`src/rtl/light_phase_scheduler.sv`:
```
// Crossroads light phase scheduler: NS/EW phase sequencing, pedestrian and emergency arbitration, adjustable durations.
// Latency: all outputs follow their inputs by 1 clk; time advances only on tick.
module light_phase_scheduler #(
    parameter int CNT_W   = 8,
    parameter int DEF_FWD = 15,
    parameter int DEF_RGT = 10,
    parameter int DEF_LFT = 10,
    parameter int DEF_OFF = 3,
    parameter int PED_T   = 8,
    parameter int MIN_T   = 1,
    parameter int MAX_T   = 99
) (
    input  logic             clk,
    input  logic             reset,
    input  logic             tick,
    input  logic             enable,
    input  logic [1:0]       ped_req,
    input  logic             emg_req,
    input  logic             cfg_en,
    input  logic [1:0]       cfg_sel,
    input  logic             cfg_inc,
    input  logic             cfg_dec,
    output logic [1:0]       phase_ns,
    output logic [1:0]       phase_ew,
    output logic [CNT_W-1:0] remain,
    output logic [1:0]       walk,
    output logic [1:0]       ped_pending,
    output logic             emg_active
);

    localparam logic [2:0] S_ALLRED  = 3'd0;
    localparam logic [2:0] S_FWD     = 3'd1;
    localparam logic [2:0] S_RGT     = 3'd2;
    localparam logic [2:0] S_LFT     = 3'd3;
    localparam logic [2:0] S_WALK    = 3'd4;
    localparam logic [2:0] S_CLEAR_E = 3'd5;
    localparam logic [2:0] S_EMG     = 3'd6;

    localparam logic [1:0] PH_OFF   = 2'b00;
    localparam logic [1:0] PH_LEFT  = 2'b01;
    localparam logic [1:0] PH_FWD   = 2'b10;
    localparam logic [1:0] PH_RIGHT = 2'b11;

    localparam logic [CNT_W-1:0] DUR_PED = CNT_W'(PED_T);
    localparam logic [CNT_W-1:0] DUR_MIN = CNT_W'(MIN_T);
    localparam logic [CNT_W-1:0] DUR_MAX = CNT_W'(MAX_T);

    logic [2:0]       state;
    logic [CNT_W-1:0] dur_off, dur_lft, dur_fwd, dur_rgt;
    logic [CNT_W-1:0] dur_cur, dur_nxt;
    logic [1:0]       ped_hist, ped_rise;
    logic             inc_hist, dec_hist, inc_rise, dec_rise;
    logic             expire, emg_enter, walk_entry;

    always_comb begin
        ped_rise   = ped_req & ~ped_hist;
        inc_rise   = cfg_inc & ~inc_hist;
        dec_rise   = cfg_dec & ~dec_hist;
        expire     = tick && (remain <= CNT_W'(1));
        emg_enter  = emg_req && (state != S_CLEAR_E) && (state != S_EMG);
        walk_entry = enable && !emg_req && (state == S_LFT) && expire && (ped_pending != 2'b00);
    end

    always_ff @(posedge clk) begin
        if (reset) begin
            state  <= S_ALLRED;
            remain <= '0;
            walk   <= 2'b00;
        end else if (!enable) begin
            state  <= S_ALLRED;
            remain <= '0;
            walk   <= 2'b00;
        end else if (emg_enter) begin
            state  <= S_CLEAR_E;
            remain <= dur_off;
            walk   <= 2'b00;
        end else if (state == S_EMG) begin
            // Preemption holds with no countdown until the request drops.
            if (!emg_req) begin
                state  <= S_ALLRED;
                remain <= dur_off;
            end
        end else if (expire) begin
            case (state)
                S_ALLRED: begin state <= S_FWD; remain <= dur_fwd; end
                S_FWD:    begin state <= S_RGT; remain <= dur_rgt; end
                S_RGT:    begin state <= S_LFT; remain <= dur_lft; end
                S_LFT: begin
                    if (ped_pending != 2'b00) begin
                        state  <= S_WALK;
                        remain <= DUR_PED;
                        walk   <= ped_pending;
                    end else begin
                        state  <= S_ALLRED;
                        remain <= dur_off;
                    end
                end
                S_WALK: begin
                    state  <= S_ALLRED;
                    remain <= dur_off;
                    walk   <= 2'b00;
                end
                S_CLEAR_E: begin state <= S_EMG; remain <= '0; end
                default:   begin state <= S_ALLRED; remain <= '0; end
            endcase
        end else if (tick) begin
            remain <= remain - CNT_W'(1);
        end
    end

    // A rise landing in the same cycle as WALK entry survives the clear.
    always_ff @(posedge clk) begin
        if (reset) begin
            ped_pending <= 2'b00;
            ped_hist    <= 2'b00;
            inc_hist    <= 1'b0;
            dec_hist    <= 1'b0;
        end else begin
            ped_pending <= (walk_entry ? 2'b00 : ped_pending) | ped_rise;
            ped_hist    <= ped_req;
            inc_hist    <= cfg_inc;
            dec_hist    <= cfg_dec;
        end
    end

    always_comb begin
        case (cfg_sel)
            2'b00:   dur_cur = dur_off;
            2'b01:   dur_cur = dur_lft;
            2'b10:   dur_cur = dur_fwd;
            default: dur_cur = dur_rgt;
        endcase
        dur_nxt = dur_cur;
        if (inc_rise && !dec_rise && dur_cur < DUR_MAX)
            dur_nxt = dur_cur + CNT_W'(1);
        else if (dec_rise && !inc_rise && dur_cur > DUR_MIN)
            dur_nxt = dur_cur - CNT_W'(1);
    end

    always_ff @(posedge clk) begin
        if (reset) begin
            dur_off <= CNT_W'(DEF_OFF);
            dur_lft <= CNT_W'(DEF_LFT);
            dur_fwd <= CNT_W'(DEF_FWD);
            dur_rgt <= CNT_W'(DEF_RGT);
        end else if (cfg_en) begin
            case (cfg_sel)
                2'b00:   dur_off <= dur_nxt;
                2'b01:   dur_lft <= dur_nxt;
                2'b10:   dur_fwd <= dur_nxt;
                default: dur_rgt <= dur_nxt;
            endcase
        end
    end

    always_comb begin
        phase_ns   = PH_OFF;
        phase_ew   = PH_OFF;
        emg_active = 1'b0;
        case (state)
            S_FWD:     phase_ns = PH_FWD;
            S_RGT:     begin phase_ns = PH_RIGHT; phase_ew = PH_LEFT;  end
            S_LFT:     begin phase_ns = PH_LEFT;  phase_ew = PH_RIGHT; end
            S_CLEAR_E: emg_active = 1'b1;
            S_EMG:     begin phase_ns = PH_FWD; emg_active = 1'b1; end
            default:   ;
        endcase
    end

endmodule

```
`config.mk`:
```
export PLATFORM = sky130hd
export DESIGN_NAME = light_phase_scheduler
export DESIGN_NICKNAME = d
export VERILOG_FILES = /design/src/rtl/light_phase_scheduler.sv
export SDC_FILE = /design/constraint.sdc
export NUM_CORES = 1
export LEC_CHECK = 0
export ABC_AREA = 1
export ABC_CLOCK_PERIOD_IN_PS = 2400
export CORE_ASPECT_RATIO = 1.75
export CORE_MARGIN = 2
export CORE_UTILIZATION = 53
export DETAILED_ROUTE_END_ITERATION = 16
export GPL_TIMING_DRIVEN = 0
export HOLD_SLACK_MARGIN = 0.08
export PLACE_DENSITY = 0.77
export SYNTH_ARGS = -nofsm -noshare
export SYNTH_HDL_FRONTEND = slang
export SYNTH_SLANG_ARGS = --single-unit
```
`constraint.sdc`:
```
create_clock -name clk -period 2.4 [get_ports clk]
set_input_delay 0.36 -clock clk [delete_from_list [all_inputs] [get_ports clk]]
set_output_delay 0.36 -clock clk [all_outputs]
set_load 0.005 [all_outputs]
```
Word level (Yosys, flattened, before mapping)
Cells that the tools add are included.
- $add $sub $neg: 3
- $lt $le $gt $ge: 3
- equal/unequal tests: 13
- multiplexer cells: 22
- bitwise operators: 10
- reduce and logical (&&, ||, !) cells: 34
- operators with widths (kind ; number):
    2-to-1 mux 8 bit ; 8
    one-hot mux 8 bit (5 select lines) ; 1
    one-hot mux 8 bit (3 select lines) ; 1
    subtractor 8 x 1 -> 8 bit (second input constant) ; 2
    2-to-1 mux 3 bit ; 5
    one-hot mux 3 bit (5 select lines) ; 1
    AND reduction 2 bit ; 7
    logical AND 1 bit ; 11
    == test 3 bit (second input constant) ; 3
    inequality test 3 bit (second input constant) ; 3
    adder 8 x 1 -> 8 bit (second input constant) ; 1
    greater-than comparator 8 x 1 -> 1 bit (second input constant) ; 1
    less-or-equal comparator 8 x 1 -> 1 bit (second input constant) ; 1
    < comparator 8 x 7 -> 1 bit (second input constant) ; 1
    one-hot mux 2 bit (2 select lines) ; 2
    == test 3 x 2 -> 1 bit (second input constant) ; 2
    one-hot mux 2 bit (3 select lines) ; 1
    nonzero test 2 bit ; 3
    OR reduction 2 bit ; 3
    OR reduction 3 bit ; 2
    inverter 1 bit ; 5
    2-to-1 mux 2 bit ; 2
    AND reduction 4 bit ; 1
    nonzero test 4 bit ; 1
    other kinds (14) ; 17
- flip-flop bits (word level): 51
- input bits: 12
- output and inout bits: 17
- word-level logic and storage cells: 97

Depth between registers and ports, before layout
- depth in word-level cells: 7
- mapped depth: 20
- gate-level depth less buffers: 19

Worst setup path after synthesis
No wires, ideal clock.
- kind: input to register
- start: in cfg_sel[0]
- end: reg dur_rgt[2]
- library setup time: 109 ps
- arrival time: 2290 ps
- data required time: 2291 ps
- path slack: 1 ps
- stages on the path: 20
- path buffers: 3
- cell sequence: buf_4 > buf_2 > nor2_1 > nand2_1 > nand3_1 > nor2_2 > inv_2 > ha_1 > or2_2 > nand4_1 > nor2_1 > nand2_1 > nand2_1 > buf_6 > nand2_1 > nand2_1 > nand2_1 > nand3_1 > nand2_1 > inv_1
- word-level cells in the longest chain between the ends: 6
- elaborated cells between the ends (all ways): 15
- those cells by class: add/sub (2); order compare (2); eq/ne (2); mux (3); bitwise (1); reduce/logical (5)
- RTL lines (element ; line ; RTL):
    start: declaration ; 20 ; input logic [1:0] cfg_sel,
    == test 2 bit (tied with other cells) ; 127, 147 ;
    one-hot mux 8 bit (3 select lines) ; 127 ; case (cfg_sel)
    greater-than comparator 8 x 1 -> 1 bit ; 136 ; else if (dec_rise && !inc_rise && dur_cur > DUR_MIN)
    logical AND 1 bit ; 136 ;
    2-to-1 mux 8 bit ; 136 ;
    2-to-1 mux 8 bit ; 134 ; if (inc_rise && !dec_rise && dur_cur < DUR_MAX)
    end signal: assignment ; 145 ; dur_rgt <= CNT_W'(DEF_RGT);
    end signal: assignment ; 151 ; default: dur_rgt <= dur_nxt;
    end: declaration ; 49 ; logic [CNT_W-1:0] dur_off, dur_lft, dur_fwd, dur_rgt;
Several ways; a longest one is shown, not always the timed one.
A chain may end at the register's enable or synchronous reset.

Final worst setup path
- start: in cfg_sel[0]
- end: reg dur_off[2]
- word-level cells in the longest chain between the ends: 6
- elaborated cells between the ends (all ways): 13
- those cells by class: add/sub (2); order compare (2); eq/ne (2); mux (3); reduce/logical (4)
- RTL lines (element ; line ; RTL):
    == test 2 bit (tied with other cells) ; 127 ;
    one-hot mux 8 bit (3 select lines) ; 127 ;
    greater-than comparator 8 x 1 -> 1 bit ; 136 ;
    logical AND 1 bit ; 136 ;
    2-to-1 mux 8 bit ; 136 ;
    2-to-1 mux 8 bit ; 134 ;
    end signal: assignment ; 142 ; dur_off <= CNT_W'(DEF_OFF);
    end signal: assignment ; 148 ; 2'b00: dur_off <= dur_nxt;
    end: declaration ; 49 ;
Several ways; a longest one is shown, not always the timed one.

==> flow_metrics.tcl <==
set metrics [dict create \
    synthToLayoutAreaGrowth_pct 21.1 \
    syn_area_um2 3400 \
    port_buffers 26 \
    crit_path_start_kind "input port" \
    fp.coreArea_um2 6180 \
    multi_input_area_um2 2090 \
    synthDistinctLibCells 33 \
    wl_um 10600 \
    antenna_found_initial 0 \
    boundaryPins 29 \
    n_antenna_cell 0 \
    placed_area_um2 3760 \
    finalSetupViolCount 0 \
    crit_fanout 9 \
    h-tree-depth 2 \
    die_w_um 64.5 \
    yosys-top-cells-area "dfxtp_1, nand2_1, nand3_1" \
    setup_slack_ns 0.0982 \
    yosysTopAreaCellShare_pct 30.1 \
    cts_buffers 5 \
    r2r-start "dur_lft[1]" \
    drive_gt1_share_pct 12.0 \
    cts_tree "built" \
    cts_root_buf "clkbuf_8" \
    dpl.hpwl_um 7900 \
    grt_max_degree 16 \
    irDropWorstVdd_mv 0.390 \
    cts_buffer_depth 2 \
    end_kind "flop" \
    drtAntennaViolNets 0 \
    hold_slack_ns 0.477 \
    timing.rr.end "dur_off[2]" \
    rows 38 \
    fin_nets 634 \
    grt_pass1_vias 3603 \
    syn_nets 587 \
    grt_remaining_overflow 0 \
    grt_first_pass_wirelength_um 16600 \
    rsz0062_at_grt "false" \
    path_cells "buf_6 -> clkinvlp_4 -> nor2_1 -> nand2_1 -> nand3_2 -> nor2_4 -> ha_4 -> or2_2 -> nand4_1 -> nor2_1 -> nand2_1 -> nand2_2 -> buf_6 -> nand2_1 -> nand2_1 -> nand2_2 -> nand3_1 -> nand2_1 -> inv_1" \
    leakage_nw 2.04 \
    drt_iter0_markers 293 \
    hold_depth 2 \
    track_usage_pct 30.5 \
    p_total_mw 2.20 \
    pre_cts_slack_ns -0.941 \
    hp-start "walk[0]" \
    seqCellArea_um2 1020 \
    initial_core_util_pct 54.9 \
    min_period_ns 2.30 \
    clock_latency_ns 0.32 \
    place_congestion 0.956 \
    max_freq_mhz 434 \
    synth_warnings 0 \
    synth_seq_cells 51 \
    hold_class "reg -> reg" \
    floorplan.die.height_um 110 \
    syn_inst 570 \
    wl_per_cell_um 15.2 \
    viasPerCell 5.48 \
    avgSynthCellArea_um2 5.96 \
    whs_endpoint "walk[0]" \
    worst-r2r-cell-count 16 \
    fin_crit_sh_pct 95.9 \
    crit_arrival_ns 2.53 \
    ys_seq_area_share_pct 30.1 \
    crit_slowest_cell "or2_2" \
    firstDrtPassIters 5 \
    cap_viol_max_count 0 \
    drv_slew 0 \
    skew_ns 0.00333 \
    p_per_area_nw_per_um2 534 \
    slowest_delay_ns 0.29 \
    path_class "in -> reg" \
    vias 3828 \
    hold_viol 0 \
    crit_required_ns 2.63 \
    regToRegSetupSlack_ns 0.15 \
    clkTransAtPathRegs_ns 0.09 \
    worst_pin_slew_ns 0.741 \
    finish.instance_area_um2 4110 \
    relSlewSlack_pct 50.4 \
    status "complete, no violations" \
    cts-hold-fix-buffers 0 \
    cts_sinks 51 \
    fillers 606 \
    cpMostUsedCell "nand2_1" \
    drc 0 \
    yosys.area.top_type "dfxtp_1" \
    dieArea_um2 7090 \
]
[per-layer routing]
layer	global-route usage, %	up-vias	wire (um)
met5	0	-	0
met4	16.4	0	393
met3	3.38	38	423
met2	60.3	139	5900
met1	30.4	1739	3870
li1	-	1912	-
[worst max-delay path by stage]
| stage | start | endpoint | slack [ns] | depth (start not counted) |
|---|---|---|---|---|
| detailed placement | cfg_sel[1] | dur_lft[1] | -0.94 | 19 |
| floorplan | cfg_sel[0] | dur_rgt[2] | 0.001 | 20 |
| global route | cfg_sel[0] | dur_lft[3] | 0.005 | 19 |
| finish | cfg_sel[0] | dur_off[2] | 0.1 | 19 |
| global placement | cfg_sel[1] | dur_rgt[1] | -0.87 | 19 |
| CTS | remain[0] | walk[0] | 0.01 | 12 |
[final cells by class]
| cell class | instances | area share, % |
|---|---|---|
| tap | 80 | 2.43 |
| multi-input combinational | 424 | 50.9 |
| clock buffer | 6 | 2.01 |
| timing repair buffer | 40 | 8.85 |
| clock inverter | 2 | 0.852 |
| buffer | 16 | 2.68 |
| sequential | 51 | 24.8 |
| inverter | 79 | 7.48 |
[flip-flops by register name, summed over array words and instances (netlist names), 2 cells and up]
| name | count |
|---|---|
| dur_fwd | 8 |
| dur_lft | 8 |
| dur_off | 8 |
| dur_rgt | 8 |
| remain | 8 |
| state | 3 |
| ped_hist | 2 |
| ped_pending | 2 |
| walk | 2 |
[logic make-up (layout without fill, tap and decap cells)]
kind of cell	count (synthesis)	after routing	synth area share, %
simple gates	316	316	39.1
xor+xnor	9	9	2.32
fa+ha+maj	5	5	1.84
buf+inv	95	143	11.4
compound gates	94	94	15.3
flops	51	51	30.1
[cells in the mapped netlist, drive strengths merged]
master,n
o211ai,3
dfxtp,51
buf,10
a31oi,1
a21oi,39
or2,2
inv,78
nor2,65
nor3,1
nand2,180
o2111ai,3
clkinv,1
o22ai,2
o21a,10
xor2,6
xnor2,3
ha,5
nand3,61
nand4,6
o21ai,36
nor4,1
clkbuf,6
[critical path: cells and delay by family]
family	cells	cell delay [ns]
adder cells (fa/ha/maj)	1	0.17
buffers and inverters	4	0.53
AND/OR/NAND/NOR	14	1.44
[stage by stage]
stage	TNS [ns]	util, %	cells
global route	0	66.6	698
finish	0	66.6	698
CTS	0	64.3	691
detailed placement	-27.24	60.8	676
global placement	-25.87	60.8	676
floorplan	0	-	570
[cell usage in the layout, fill, tap and decap left out, types with 2 or more instances in the layout]
cell type,count
buf_4,13
nand4_2,2
xor2_1,6
clkbuf_8,6
xnor2_1,3
nand2_2,12
ha_1,3
nand4_1,4
o21ai_2,3
ha_4,2
o211ai_1,3
o22ai_1,2
inv_2,4
buf_2,5
dfxtp_1,51
nand3_2,6
clkdlybuf4s50_1,25
clkbuf_1,3
nand2_1,167
nor2_1,61
clkbuf_2,3
o2111ai_1,3
nand3_1,55
o21ai_1,5
o21ai_0,28
nor2_4,3
a21oi_1,39
or2_2,2
buf_6,5
o21a_1,10
inv_1,72
[where the power goes]
part           internal, mW  switching (mW)
clock network         0.338           0.304
registers             0.892          0.0388
logic                 0.238           0.385
[timing repair]
action	CTS	global route
pin swaps	5	10
setup endpoints to repair	32	37
gates resized for setup	19	28
gates cloned	1	0
setup buffers	6	7
No activity file was read; power rests on OpenSTA's default activity.
